$ cat src/rtl/src_loader.sv
// src_loader: fill stage for the ping-pong source buffer.
// Takes 64-bit stream beats and turns each one into a single buffer write. It
// also owns the bank-select bit p, which flips only after a whole block has
// been written and the exec side has released its bank.
//
// Ports:
//   clk, rst_n            clock, synchronous active-low reset
//   start, len            one-cycle block request and its length in beats
//   s_tdata/tvalid/tready/tlast  64-bit input stream
//   exec_busy             exec side is still reading the current read bank
//   src_v/src_a/src_d     buffer write strobe, beat address, data
//   p                     bank select (1: write bank0, exec reads bank1)
//   load_done             one-cycle pulse, coincident with the p toggle
//   busy                  high outside IDLE
//   err_len               sticky length/tlast error, cleared only by reset
module src_loader #(
  parameter int unsigned ADDR_W = 19,
  parameter int unsigned LEN_W  = 20
) (
  input  logic              clk,
  input  logic              rst_n,
  input  logic              start,
  input  logic [LEN_W-1:0]  len,
  input  logic [63:0]       s_tdata,
  input  logic              s_tvalid,
  output logic              s_tready,
  input  logic              s_tlast,
  input  logic              exec_busy,
  output logic              src_v,
  output logic [ADDR_W-1:0] src_a,
  output logic [63:0]       src_d,
  output logic              p,
  output logic              load_done,
  output logic              busy,
  output logic              err_len
);

  typedef enum logic [1:0] {StIdle, StLoad, StSwap} state_e;

  // Largest legal block: one beat per buffer address.
  localparam logic [LEN_W-1:0] MaxLen = LEN_W'(1) << ADDR_W;

  state_e              state_q, state_d;
  logic [ADDR_W-1:0]   last_q, last_d;   // index of the final beat (len-1)
  logic [ADDR_W-1:0]   cnt_q, cnt_d;     // index of the next beat to accept
  logic                src_v_q, src_v_d;
  logic [ADDR_W-1:0]   src_a_q, src_a_d;
  logic [63:0]         src_d_q, src_d_d;
  logic                p_q, p_d;
  logic                load_done_q, load_done_d;
  logic                err_len_q, err_len_d;
  logic                is_last;

  assign is_last = (cnt_q == last_q);

  always_comb begin
    state_d     = state_q;
    last_d      = last_q;
    cnt_d       = cnt_q;
    src_v_d     = 1'b0;
    src_a_d     = src_a_q;
    src_d_d     = src_d_q;
    p_d         = p_q;
    load_done_d = 1'b0;
    err_len_d   = err_len_q;
    unique case (state_q)
      StIdle: begin
        if (start) begin
          if (len > MaxLen) begin
            err_len_d = 1'b1;
          end else if (len != '0) begin
            // len fits in ADDR_W+1 bits here, so len-1 fits in ADDR_W bits.
            last_d  = ADDR_W'(len - LEN_W'(1));
            cnt_d   = '0;
            src_a_d = '0;
            state_d = StLoad;
          end
        end
      end
      StLoad: begin
        if (s_tvalid) begin
          src_v_d = 1'b1;
          src_a_d = cnt_q;
          src_d_d = s_tdata;
          cnt_d   = cnt_q + ADDR_W'(1);
          // tlast must coincide exactly with the counted final beat; the
          // block always ends on the count regardless.
          if (s_tlast != is_last) err_len_d = 1'b1;
          if (is_last) state_d = StSwap;
        end
      end
      StSwap: begin
        if (!exec_busy) begin
          p_d         = ~p_q;
          load_done_d = 1'b1;
          state_d     = StIdle;
        end
      end
      default: state_d = StIdle;
    endcase
  end

  always_ff @(posedge clk) begin
    if (!rst_n) begin
      state_q     <= StIdle;
      last_q      <= '0;
      cnt_q       <= '0;
      src_v_q     <= 1'b0;
      src_a_q     <= '0;
      src_d_q     <= '0;
      p_q         <= 1'b0;
      load_done_q <= 1'b0;
      err_len_q   <= 1'b0;
    end else begin
      state_q     <= state_d;
      last_q      <= last_d;
      cnt_q       <= cnt_d;
      src_v_q     <= src_v_d;
      src_a_q     <= src_a_d;
      src_d_q     <= src_d_d;
      p_q         <= p_d;
      load_done_q <= load_done_d;
      err_len_q   <= err_len_d;
    end
  end

  assign s_tready  = (state_q == StLoad);
  assign busy      = (state_q != StIdle);
  assign src_v     = src_v_q;
  assign src_a     = src_a_q;
  assign src_d     = src_d_q;
  assign p         = p_q;
  assign load_done = load_done_q;
  assign err_len   = err_len_q;

endmodule

$ cat config.mk
export PLATFORM = sky130hd
export DESIGN_NAME = src_loader
export DESIGN_NICKNAME = d
export VERILOG_FILES = /design/src/rtl/src_loader.sv
export SDC_FILE = /design/constraint.sdc
export NUM_CORES = 1
export LEC_CHECK = 0
export ABC_AREA = 0
export CAP_MARGIN = 5
export CORE_MARGIN = 4
export CORE_UTILIZATION = 42
export CTS_BUF_LIST = sky130_fd_sc_hd__clkbuf_4 sky130_fd_sc_hd__clkbuf_8
export DETAILED_ROUTE_END_ITERATION = 8
export GPL_TIMING_DRIVEN = 1
export PLACE_DENSITY = 0.78
export SLEW_MARGIN = 20
export SYNTH_ARGS = -nofsm -noshare
export SYNTH_HDL_FRONTEND = slang
export SYNTH_SLANG_ARGS = --single-unit
$ cat constraint.sdc
create_clock -name clk -period 2.7 [get_ports clk]
set_clock_uncertainty 0.2 [all_clocks]
set_input_delay 0.27 -clock clk [delete_from_list [all_inputs] [get_ports clk]]
set_output_delay 0.27 -clock clk [all_outputs]
set_load 0.01 [all_outputs]
==> results of run 1 <==
==> worst reg2reg max path, stage by stage (launching register included) <==
cell and delay (ns):
dfxtp_1 0.52, nand4_1 0.31, nor4_1 0.50, nand2_1 0.17, or4_1 0.49, a21oi_1 0.17
==> area by class of cell <==
type                    count  area [sq um]  share of cell area, %
flip-flops and latches    127          2540                   32.5
multi-input cells         470          2450                   31.4
repair buffers            212          2110                   27.0
clock buffers              20           275                   3.52
well taps                 168           210                   2.69
clock inverters            12           183                   2.34
inverters                  10          37.5                  0.480
==> metrics by stage <==
step,power [uW],cells,hold WS (ns)
detailed placement,2600,987,0.246
floorplan,2260,648,0.166
global route,4580,1019,0.156
CTS,4450,1019,0.151
finish,4410,1019,0.180
global placement,2580,987,0.241
==> power groups by stage <==
stage | sequential (uW) | clock, uW | combinational (uW)
finish | 1980 | 1850 | 578
global route | 1990 | 1960 | 628
CTS | 1980 | 1890 | 581
detailed placement | 2020 | 0 | 578
global placement | 2020 | 0 | 561
floorplan | 2030 | 0 | 224
==> registers in the layout (all words and copies together), names as in the netlist <==
name       cells
src_a         19
state_q        2
err_len        1
load_done      1
last_q        19
p              1
cnt_q         19
src_d         64
src_v          1
==> routing by layer <==
layer	wire [microns]	share of wire, %
met2	7640	50
met4	259	1.7
met3	914	6.0
met5	0	0
met1	6340	42
==> cells by family after synthesis <==
group | share of synthesized area (%)
AO/OA/AOI/OAI | 14.2
XOR/XNOR | 7.42
adder cells (fa/ha/maj) | 0.723
buffers and inverters | 3.85
flip-flops | 49.0
multiplexers | 0.458
AND/OR/NAND/NOR | 24.4
==> synthesized netlist by cell type, drive strengths merged (3+ instances only) <==
| library cell | count |
|---|---|
| ha | 3 |
| buf | 9 |
| and2 | 4 |
| nand3 | 10 |
| o31ai | 8 |
| o21ai | 7 |
| nand2 | 185 |
| a211oi | 14 |
| inv | 10 |
| clkbuf | 32 |
| xnor2 | 16 |
| or3 | 7 |
| dfxtp | 127 |
| a21oi | 97 |
| nand4 | 4 |
| or4 | 9 |
| nor3 | 8 |
| a311oi | 3 |
| nor4 | 12 |
| nor2 | 38 |
| xor2 | 28 |
==> how the worst max path moves through the flow <==
stage                     startpoint                       to  slack (ns)  depth (start not counted)
final                        len[12]   cnt_q[10]$_SDFFE_PN0P_        0.12                          7
after global routing         len[12]   cnt_q[18]$_SDFFE_PN0P_        0.07                          7
after CTS                    len[12]   cnt_q[10]$_SDFFE_PN0P_        0.16                          7
after detailed placement     len[12]   cnt_q[10]$_SDFFE_PN0P_       -0.31                          7
after global placement       len[12]    cnt_q[6]$_SDFFE_PN0P_       -0.26                          7
after floorplan              len[12]  last_q[14]$_SDFFE_PN0P_        0.10                          8
==> results by group, run 1 <==
Floorplan
  – Die ar.: 0.0142 sq mm
  – Chip height: 119 microns
  – Die X: 119 microns
  – Core Box Area: 0.0121 sq mm
  – Initial Util: 43.1%
  – # rows: 40
  – IO Pins: 179

Cells and area
  – Syn-to-layout area delta: 50.5%
  – Post-Layout Inst Area: 0.00782 sq mm
  – Most frequent cells in the layout: nand2_1, clkdlybuf4s50_1, dfxtp_1
  – Final-stage net count: 931
  – Final core occ: 64.8%
  – Most common cell after layout, fill and taps aside: nand2_1
  – Filler cells: 996
  – N_diodes: 0
  – Layout cell share with drive strength beyond 1: 8.81%

Global route
  – Met2 usage: 36.0%
  – Pin count of the biggest net entering global routing: 65
  – Antenna violations before repair: 0
  – Met3 Track Usage GR: 6.27%
  – Global route hottest layer: met2
  – Gr usage total: 21.1%
  – Grt ovf: 0
  – Met1 Use GR: 25.2%
  – Vias in the first global route: 5029
  – First-pass GRT wire length: 24.6 mm

Route
  – Drt pass-1 iters: 6
  – DR DRC count: 0
  – DR iter-0 viols: 276
  – Routed Wire Length: 15.2 mm
  – WL/cell: 14.9 microns
  – ANT nets after route: 0
  – Vias/cell: 5.05
  – Vias: 5151

STA
  – RSZ-0062 raised after global routing: no
  – Final setup viols: 0
  – Setup TNS Final: 0 ns
  – Hold Vio Cnt, Final: 0
  – Relative slew slack: 68.3%
  – Final period utilization: 95.5%
  – Final worst slack: 0.121 ns
  – Fin crit period: 2.58 ns
  – F_max: 0.388 GHz
  – Measured slew at the worst slew-check pin: 0.471 ns
  – Slew Limit Fails: 0

Worst setup path
  – Crit path DAT: 2.73 ns
  – Reg-to-reg endpoint: cnt_q[18]$_SDFFE_PN0P_
  – Largest delay share family, worst path: simple AND/OR/NAND/NOR gates
  – Critical path capture point type: register
  – Startpoint class of the critical path: input pin
  – Critical Path Max Stage Delay: 0.55 ns
  – Slowest CP cell: or4_4
  – Reg-to-Reg Start: cnt_q[5]$_SDFFE_PN0P_
  – Setup CP Type: in -> reg
  – R2R setup slack: 0.28 ns
  – Worst EP required: 2.86 ns
  – R2R depth: 5
  – CP Cell Sequence: clkdlybuf4s50_1 > or4_4 > and4bb_2 > mux2i_2 > or2_4 > or4_1 > a21oi_1
  – Buffers and inverters on the worst path: 1
  – CP max FO: 19

Placed design
  – Placed Instance Area: 0.00736 sq mm
  – GPL Wtd Cong: 0.902
  – Pre-CTS WS: -0.310 ns
  – HPWL after detailed placement: 11.4 mm
  – Input/output buffers: 178

Yosys
  – Synth Instances: 648
  – Syn. warnings: 0
  – Post-synthesis sequential area ratio: 49.0%
  – Synthesized net count: 741
  – Synthesized area: 0.00519 sq mm
  – Count of state elements after synthesis: 127
  – Async S/R FF share, synth: 0%
  – Post-synthesis cell type count: 40
  – Post-Syn Area per Cell: 8.02 sq um
  – Number of synthesized flops with an enable pin: 0
  – Prevailing post-synth register cell: dfxtp_1
  – Area leader, netlist: dfxtp_1
  – Yosys top cell area share: 49.0%
  – Top post-synthesis cells by area: dfxtp_1, nand2_1, a21oi_1, xor2_1, nor2_1

Pwr
  – Max VDD drop: 0.000547 V
  – Combinational share of power: 13.1%
  – Switching part of the total: 24.3%
  – Switching pwr: 1070 uW
  – Sequential power share: 44.9%
  – Leakage: 0.00274 uW
  – PwrDens: 564 mW/mm^2
  – Clock power share: 42.0%
  – Power Internal: 3330 uW

Worst hold path
  – Hold WC Path Type: in -> reg
  – HP Start: s_tdata[56]
  – Cells on Worst Hold Path: 3
  – Worst hold path endpoint: src_d[56]$_SDFFE_PN0P_

Clocking
  – H-tree depth: 4
  – Clock Path Buffers: 2
  – Postcts setup bufs: 0
  – Root buffer cell: clkbuf_8
  – Clk slew on worst S/H paths: 0.08 ns
  – CTS Buf Count: 17
  – CTS tree: built
  – Clock latency on the worst-skew pair: 0.43 ns
  – Post-CTS resize count: 0
  – CTS Sinks: 127
  – # hold bufs at CTS: 0

Run status
  – Outcome: completed

Job
  – Max Cap Viol: 0
Power figures use the tool's default switching activity.
==> run 2: changes to the inputs <==
--- a/config.mk
+++ b/config.mk
@@ -13,7 +13,6 @@
 export DETAILED_ROUTE_END_ITERATION = 8
 export GPL_TIMING_DRIVEN = 1
 export PLACE_DENSITY = 0.78
-export SLEW_MARGIN = 20
 export SYNTH_ARGS = -nofsm -noshare
 export SYNTH_HDL_FRONTEND = slang
 export SYNTH_SLANG_ARGS = --single-unit
==> results of run 2 <==
No change in the layout: final DEF, timing and power equal those of run 1.
==> run 3: changes to the inputs <==
--- a/config.mk
+++ b/config.mk
@@ -13,6 +13,7 @@
 export DETAILED_ROUTE_END_ITERATION = 8
 export GPL_TIMING_DRIVEN = 1
 export PLACE_DENSITY = 0.78
+export SKIP_LAST_GASP = 1
 export SYNTH_ARGS = -nofsm -noshare
 export SYNTH_HDL_FRONTEND = slang
 export SYNTH_SLANG_ARGS = --single-unit
==> results of run 3 <==
No change in the layout: final DEF, timing and power equal those of run 1.
